$ cat config.mk
export PLATFORM = sky130hd
export DESIGN_NAME = gray_sync_decoder
export DESIGN_NICKNAME = d
export VERILOG_FILES = /design/src/rtl/gray_sync_decoder.sv
export SDC_FILE = /design/constraint.sdc
export NUM_CORES = 1
export LEC_CHECK = 0
export ABC_AREA = 1
export CAP_MARGIN = 20
export CORE_MARGIN = 10
export CORE_UTILIZATION = 54
export DETAILED_ROUTE_END_ITERATION = 16
export GPL_TIMING_DRIVEN = 0
export PLACE_DENSITY = 0.83
export SLEW_MARGIN = 5
export SYNTH_ARGS = -nofsm -noshare
export SYNTH_HDL_FRONTEND = slang
export SYNTH_SLANG_ARGS = --single-unit
$ cat constraint.sdc
create_clock -name clk -period 3.45 [get_ports clk]
set_input_delay 0.69 -clock clk [delete_from_list [all_inputs] [get_ports clk]]
set_output_delay 0.69 -clock clk [all_outputs]
set_load 0.05 [all_outputs]
$ cat src/rtl/gray_sync_decoder.sv
// ---------------------------------------------------------------------------
// gray_sync_decoder
//
// Purpose:
//   Receives a Gray-coded count from an upstream counter, which may run on an
//   unrelated clock, and brings it into the local clk domain through a
//   multi-flop synchronizer. The synchronized word is decoded to binary.
//   Every sampled change is classified as a +1 step, a -1 step, or an
//   illegal multi-bit jump. Faults are flagged as single-cycle pulses and in
//   sticky flags.
//
// Parameters:
//   WIDTH        width of the Gray input and binary output (>= 2)
//   SYNC_STAGES  number of synchronizer flops on gray_in (>= 2)
//
// Ports:
//   clk         in   sole clock, rising edge
//   rst_n       in   asynchronous active-low reset
//   gray_in     in   Gray code from the upstream counter (may be async)
//   clear       in   synchronous clear of sticky flags and error count
//   binary_out  out  registered binary decode of the synchronized Gray value
//   valid       out  high once binary_out holds a decoded sample
//   step_up     out  one-cycle pulse, new value = previous + 1 (mod 2^WIDTH)
//   step_dn     out  one-cycle pulse, any other single-bit Gray change
//   err         out  one-cycle pulse, more than one Gray bit changed
//   err_sticky  out  set by err, held until clear
//   bwd_sticky  out  set by step_dn, held until clear
//   err_count   out  saturating 8-bit count of err pulses
//
// Optional feature:
//   GRAY_SYNC_DECODER_ERRCNT_EN -- when defined, err_count counts err pulses
//   and saturates at 255. When undefined, no counter is built and err_count
//   is tied to zero.
// ---------------------------------------------------------------------------
module gray_sync_decoder #(
  parameter int WIDTH       = 4,
  parameter int SYNC_STAGES = 2
) (
  input  logic             clk,
  input  logic             rst_n,
  input  logic [WIDTH-1:0] gray_in,
  input  logic             clear,
  output logic [WIDTH-1:0] binary_out,
  output logic             valid,
  output logic             step_up,
  output logic             step_dn,
  output logic             err,
  output logic             err_sticky,
  output logic             bwd_sticky,
  output logic [7:0]       err_count
);

  localparam int CNT_W = $clog2(SYNC_STAGES) + 1;
  localparam logic [CNT_W-1:0] INIT_LAST = CNT_W'(SYNC_STAGES - 1);

  typedef enum logic [1:0] {
    ST_INIT,
    ST_PRIME,
    ST_TRACK
  } state_e;

  // Prefix-XOR from the MSB down turns a Gray word into binary.
  function automatic logic [WIDTH-1:0] gray2bin(input logic [WIDTH-1:0] g);
    logic [WIDTH-1:0] b;
    b[WIDTH-1] = g[WIDTH-1];
    for (int i = WIDTH - 2; i >= 0; i--) begin
      b[i] = b[i+1] ^ g[i];
    end
    return b;
  endfunction

  // Synchronizer chain; only the last stage is ever looked at.
  logic [WIDTH-1:0] sync_q [SYNC_STAGES];
  logic [WIDTH-1:0] gray_q;

  always_ff @(posedge clk or negedge rst_n) begin
    if (!rst_n) begin
      for (int i = 0; i < SYNC_STAGES; i++) begin
        sync_q[i] <= '0;
      end
    end else begin
      sync_q[0] <= gray_in;
      for (int i = 1; i < SYNC_STAGES; i++) begin
        sync_q[i] <= sync_q[i-1];
      end
    end
  end

  assign gray_q = sync_q[SYNC_STAGES-1];

  state_e           state_q, state_d;
  logic [CNT_W-1:0] init_cnt_q, init_cnt_d;
  logic [WIDTH-1:0] prev_gray_q, prev_gray_d;
  logic [WIDTH-1:0] binary_q, binary_d;
  logic             valid_q, valid_d;
  logic             step_up_q, step_up_d;
  logic             step_dn_q, step_dn_d;
  logic             err_q, err_d;
  logic             err_sticky_q, err_sticky_d;
  logic             bwd_sticky_q, bwd_sticky_d;

  logic [WIDTH-1:0] diff;
  logic [WIDTH-1:0] gray_bin;
  logic             one_bit;

  assign diff     = gray_q ^ prev_gray_q;
  assign gray_bin = gray2bin(gray_q);
  // Exactly one bit set: non-zero and clearing the lowest set bit leaves zero.
  assign one_bit  = (diff != '0) && ((diff & (diff - WIDTH'(1))) == '0);

  // Next-state and output decode. INIT gives the synchronizer time to flush
  // after reset, so the first real sample is never compared against the
  // zeroed prev_gray. PRIME loads the first sample without judging it.
  always_comb begin
    state_d     = state_q;
    init_cnt_d  = init_cnt_q;
    prev_gray_d = prev_gray_q;
    binary_d    = binary_q;
    valid_d     = valid_q;
    step_up_d   = 1'b0;
    step_dn_d   = 1'b0;
    err_d       = 1'b0;

    case (state_q)
      ST_INIT: begin
        if (init_cnt_q == INIT_LAST) begin
          state_d = ST_PRIME;
        end else begin
          init_cnt_d = init_cnt_q + CNT_W'(1);
        end
      end

      ST_PRIME: begin
        prev_gray_d = gray_q;
        binary_d    = gray_bin;
        valid_d     = 1'b1;
        state_d     = ST_TRACK;
      end

      ST_TRACK: begin
        // Always resynchronize, even after a bad jump, so the next
        // comparison is made against the value actually seen.
        prev_gray_d = gray_q;
        binary_d    = gray_bin;
        if (one_bit) begin
          if (gray_bin == binary_q + WIDTH'(1)) begin
            step_up_d = 1'b1;
          end else begin
            step_dn_d = 1'b1;
          end
        end else if (diff != '0) begin
          err_d = 1'b1;
        end
      end

      default: begin
        state_d = ST_INIT;
      end
    endcase

    // A new event in the same cycle as clear wins over the clear.
    err_sticky_d = (err_sticky_q & ~clear) | err_d;
    bwd_sticky_d = (bwd_sticky_q & ~clear) | step_dn_d;
  end

  // State and output registers.
  always_ff @(posedge clk or negedge rst_n) begin
    if (!rst_n) begin
      state_q      <= ST_INIT;
      init_cnt_q   <= '0;
      prev_gray_q  <= '0;
      binary_q     <= '0;
      valid_q      <= 1'b0;
      step_up_q    <= 1'b0;
      step_dn_q    <= 1'b0;
      err_q        <= 1'b0;
      err_sticky_q <= 1'b0;
      bwd_sticky_q <= 1'b0;
    end else begin
      state_q      <= state_d;
      init_cnt_q   <= init_cnt_d;
      prev_gray_q  <= prev_gray_d;
      binary_q     <= binary_d;
      valid_q      <= valid_d;
      step_up_q    <= step_up_d;
      step_dn_q    <= step_dn_d;
      err_q        <= err_d;
      err_sticky_q <= err_sticky_d;
      bwd_sticky_q <= bwd_sticky_d;
    end
  end

`ifdef GRAY_SYNC_DECODER_ERRCNT_EN
  logic [7:0] err_cnt_q, err_cnt_d;

  // Saturating error counter; a clear coinciding with a new err leaves 1.
  always_comb begin
    err_cnt_d = err_cnt_q;
    if (clear) begin
      err_cnt_d = {7'd0, err_d};
    end else if (err_d && (err_cnt_q != 8'hFF)) begin
      err_cnt_d = err_cnt_q + 8'd1;
    end
  end

  always_ff @(posedge clk or negedge rst_n) begin
    if (!rst_n) begin
      err_cnt_q <= 8'd0;
    end else begin
      err_cnt_q <= err_cnt_d;
    end
  end

  assign err_count = err_cnt_q;
`else
  assign err_count = 8'd0;
`endif

  assign binary_out = binary_q;
  assign valid      = valid_q;
  assign step_up    = step_up_q;
  assign step_dn    = step_dn_q;
  assign err        = err_q;
  assign err_sticky = err_sticky_q;
  assign bwd_sticky = bwd_sticky_q;

endmodule

# After elaboration in Yosys (flattened, before gate mapping)
# Index checks and enable logic that the tools add are counted.
# op_classes
n_addsub	3
mux	11
n_eq_ne	5
n_reduce_logical	7
bitwise_logic	12
# ops
operator	count
two-way mux 1 bit	9
one-hot mux 2 bit (3 select lines)	1
adder 4 x 1 -> 4 bit, second input constant	1
AND 4 bit	1
== test 2 x 1 -> 1 bit, second input constant	2
== test 4 bit	1
logical NOT 4 bit	1
AND reduction 2 bit	2
nonzero test 4 bit	1
subtractor 4 x 1 -> 4 bit, second input constant	1
bitwise XOR 4 bit	1
inverter 1 bit	3
bitwise XOR 1 bit	3
adder 2 x 1 -> 2 bit, second input constant	1
AND 1 bit	2
== test 2 bit, second input constant	1
logical NOT 2 bit	1
two-way mux 2 bit	1
inequality test 2 bit, second input constant	1
OR 1 bit	2
OR reduction 2 bit	1
logical AND 1 bit	1
# word_totals
reg_bits	26
inputBits	7
output_inout_bits	18
elab_cells	50

# Logic depth before layout (Yosys ltp)
# logic_depth
ltp_word	8
depth_mapped	11
ltp_nobuf	11

# Worst setup path before layout
# No wires, ideal clock.
# synth_path
path_type	reg-to-reg
start	register binary_q[0], in the netlist binary_out[0]
end	register bwd_sticky_q, in the netlist bwd_sticky
path_stages_with_launch	12
required_ns	3.332
arrival_time_ns	1.513
n_path_buf	0
synth_period_minus_slack_ns	1.631
setup_time_ns	0.118
path_slack_ns	1.819
path_cell_list	dfrtp_1 > ha_1 > inv_1 > nand2_1 > nand2_1 > nand2_1 > nand2_1 > nand2_1 > nor2_1 > nand3_2 > nand2_1 > nand2_1
# synth_via
elab_chain_len	6
# synth_lines
item	line	source
from (decl)	94	logic [WIDTH-1:0] binary_q, binary_d;
from (signal assigned)	183	binary_q <= binary_d;
adder 4 x 1 -> 4 bit	146	if (gray_bin == binary_q + WIDTH'(1)) begin
== test 4 bit	146	
two-way mux 1 bit	146	
two-way mux 1 bit	145	if (one_bit) begin
two-way mux 1 bit	124	case (state_q)
OR 1 bit	163	bwd_sticky_d = (bwd_sticky_q & ~clear) | step_dn_d;
net bwd_sticky_d	100	logic bwd_sticky_q, bwd_sticky_d;
to (signal assigned)	189	bwd_sticky_q <= bwd_sticky_d;
to (decl)	100	
# The timed path passes the listed nets, and every way through them passes these cells.
# A chain may end at the register's enable or synchronous reset.

==> results <==
- After synthesis, the cell types taking the most area are dfrtp_1 51%, nand2_1 13%, ha_1 6.1%.
- The class of the most critical setup path is reg2out.
- The worst setup path is captured at an output port.
- The total count of max-transition violations in the final report came to 0.
- The worst path needs between 2 and 2.5 ns of the cycle, external delays included.
- Setup repair after global routing left no endpoint under its margin.
- IR analysis of the VDD net gives a maximum drop of approximately 0.00024 V.
- Leaving out fill and tap cells, the most frequent cells in the layout are 43 x nand2_1, 25 x dfrtp_1, 20 x inv_1.
- The total routed wirelength is between 2000 and 2500 um.
- The overall routing resource usage is between 10% and 20%.
- The clock arrives with ~0.0014 ns of skew.
- The share of the cycle needed by the critical path after routing is 68.10%.
- Once the clock tree was built, the setup fixing pass inserted 0 buffers.
- The floorplan step defined a core boundary enclosing 2191 sq um.
- The number of instances in the synthesized netlist is 143.
- The quantity of I/O buffers inserted on ports is 16.
- After clock tree synthesis, the clock-pin slew on the worst setup and hold paths is around 0.13 ns.
- The number of global-route vias before repair was 944.
- The post-route DRC violation count is 0.
- The tightest min-delay check is of the reg2reg type.
- Routability-driven placement finished with a final weighted congestion of 0.8312.
- For the final routed database, the setup TNS stands at 0 ns.
- The first global-routing pass estimated between 3000 and 4000 um of wire.
- Gates resized during post-CTS repair numbered 0.
- Once detail routing completed, the nets flagged for antenna violations numbered 0.
- The internal power of the cells totals slightly above 400 uW.
- The longest clock path from root to sink contains 2 buffers.
- CTS built an H-tree with a depth of 1.
- The die outline area is approximately 4600 sq um.
- The number of top-level design ports is 25.
- Sequential elements use approximately 51% of the synthesized area.
- Dividing the detail-routed via count by the number of cells gives ~4.8.
- After the last flow step, the layout net total stands at roughly 190.
- Relative to the synthesized area, the layout overhead comes to 21.31%.
- The clock root buffer master is clkbuf_4.
- The routed length per placed instance is between 10 and 15 um.
- The clock latency on the worst-skew pair is 0.31 ns.
- The synthesis warning total is 0.
- The flow ran to the end, and the final reports show no timing, DRC or antenna violations.
- The switching power as a share of total power is between 30% and 40%.
- Before antenna repair, the detailed router went through 4 iterations.
- The number of antenna diodes is 0.
- The critical path data required time is around 2.8 ns.
- The layout has about 190 filler cells.
- Setup violations remaining at the end of the flow were counted as 0.
- In this run the static leakage power is around 0.00082 uW.
- The share of total power dissipated in combinational logic is 27.9%.
- Synthesis inferred 25 register bits.
- The final design utilization is 68.59%.
- The worst-path maximum fanout is 3.
- The total CTS buffers is 3.
- The cell with the largest stage delay on the worst path is clkdlybuf4s50_1.
- Traced cell by cell, the critical path runs through buf_4 > clkdlybuf4s50_1.
- The part of the power in the clock network is between 20% and 30%.
- The initial antenna violation count was 0.
- Summing every instance area after synthesis gives roughly 1200 sq um.
- Per report_power, the sequential group accounts for between 50% and 60% of the total.
- The final hold violation count came to 0.
- In this run, the number of DRC markers left after iteration 0 of detailed routing was 40.
- Across the run, the number of max-cap violations was 0.
- The pin count of the biggest net entering global routing is 26.
- The die is between 60 and 70 um tall.
- Yosys mapped the design onto 19 distinct sky130hd cell types.
- Data arrives at the worst endpoint at 1.66 ns.
- The transition time of the tightest slew-check pin is slightly above 0.5 ns.
- In this run the power density over the cells is between 400 and 500 nW/um^2.
- The fmax is between 0.4 and 0.5 GHz.
- The number of buffers and inverters on the critical path is 2.
- Grouping stages by cell kind, the critical path spends the most delay in buffers and inverters.
- The power spent charging and discharging nets is roughly 210 uW.
- The placement row count is 17.
- The type of element launching the critical path is a flop.
- Power comes to between 600 and 700 uW.
- The area share of the largest cell type after synthesis is 50.51%.
- From left edge to right edge, the die measures between 60 and 70 um.
- The library cell used most frequently in the layout, excluding fill and tap cells, is nand2_1.
- The number of hold buffers added after CTS is 0.
- A synthesized cell averages about 8.7 sq um.
- The initial utilization of the core area, before any placement, comes to about 57%.
- The TritonCTS clock tree is built.
- The total overflow reported by the global router is 0.
- Once detailed placement completed, the half-perimeter wirelength came to between 1500 and 2000 um.
- Cells with a size suffix above 1 make up 15.20% of the layout.
- The vias after detailed routing is roughly 950.
- The biggest area contributor in the post-synthesis netlist is dfrtp_1.
- On the worst path, the slowest cell contributes a delay of about 0.8 ns.
- The clock sink count is 25.
- Headroom to the max-slew limit came out at between 60 and 70%.
[metrics by stage]
stage	hold slack, ns	cell area (sq um)	std cells	setup WS, ns
after floorplan	0.3312	1265	150	1.819
after global placement	0.3321	1460	194	1.476
after detailed placement	0.3370	1460	194	1.406
after CTS	0.3677	1488	198	1.079
after global routing	0.3754	1503	199	1.036
final	0.3640	1503	199	1.101
[registers in the layout, indices dropped and copies added, names as in the netlist]
| register | cells |
|---|---|
| err_sticky | 1 |
| state_q | 2 |
| err | 1 |
| step_dn | 1 |
| bwd_sticky | 1 |
| step_up | 1 |
| valid | 1 |
| prev_gray_q | 4 |
| sync_q | 4 |
| binary_out | 3 |
| init_cnt_q | 2 |
| gray_q | 4 |
[synthesized netlist by cell type]
cell,n
nand2_1,43
clkbuf_1,1
o21ai_0,9
nor2_2,1
nand2_2,5
inv_1,20
xnor2_1,1
buf_4,9
nor2_4,1
dfrtp_1,25
nand3_1,5
a21oi_1,2
nor2_1,6
inv_2,1
ha_1,6
or2_2,1
nand3_2,3
conb_1,1
xor2_1,3
[per-layer routing]
layer | GRT usage, % | vias to the layer above | share of wire (%)
li1 | - | 468 | -
met1 | 10.80 | 437 | 40
met2 | 18.54 | 38 | 47
met3 | 3.426 | 6 | 11
met4 | 6.030 | 0 | 2.2
met5 | 0 | - | 0
[path summary, 6_finish.rpt]
| path | startpoint | end | slack (ns) | cells after the start |
|---|---|---|---|---|
| min reg2reg | sync_q[5] | gray_q[1] | 0.36 | 0 |
| min | sync_q[5] | gray_q[1] | 0.36 | 0 |
| max reg2reg | binary_out[0] | bwd_sticky | 1.96 | 11 |
| max in group asynchronous | rst_n | valid | 2.32 | 2 |
| max | prev_gray_q[3] | binary_out[3] | 1.10 | 2 |
| min in group asynchronous | rst_n | gray_q[3] | 0.67 | 1 |
[area by class of cell]
| cell class | count | area (sq um) | share of cell area, % |
|---|---|---|---|
| plain buffers | 10 | 71.32 | 4.746 |
| clock buffers | 3 | 22.52 | 1.499 |
| clock inverters | 1 | 5.005 | 0.3331 |
| inverters | 21 | 78.83 | 5.246 |
| multi-input cells | 94 | 489.2 | 32.56 |
| flip-flops and latches | 25 | 625.6 | 41.63 |
| well taps | 28 | 35.03 | 2.331 |
| repair buffers | 17 | 175.2 | 11.66 |
[cells by family after synthesis]
family	Yosys count	share of synthesized area (%)
AND/OR/NAND/NOR	65	23.74
buffers and inverters	31	12.12
flip-flops	25	50.51
AO/OA/AOI/OAI	11	4.444
adder cells (fa/ha/maj)	6	6.060
XOR/XNOR	4	2.829
other	1	0.3027
[power groups by stage]
stage | sequential, uW | clock, uW | combinational (uW)
after floorplan | 371 | 0 | 81.1
after global placement | 329 | 0 | 169
after detailed placement | 330 | 0 | 173
after CTS | 325 | 136 | 173
after global routing | 328 | 148 | 191
final | 324 | 127 | 175
Power figures use the tool's default switching activity.
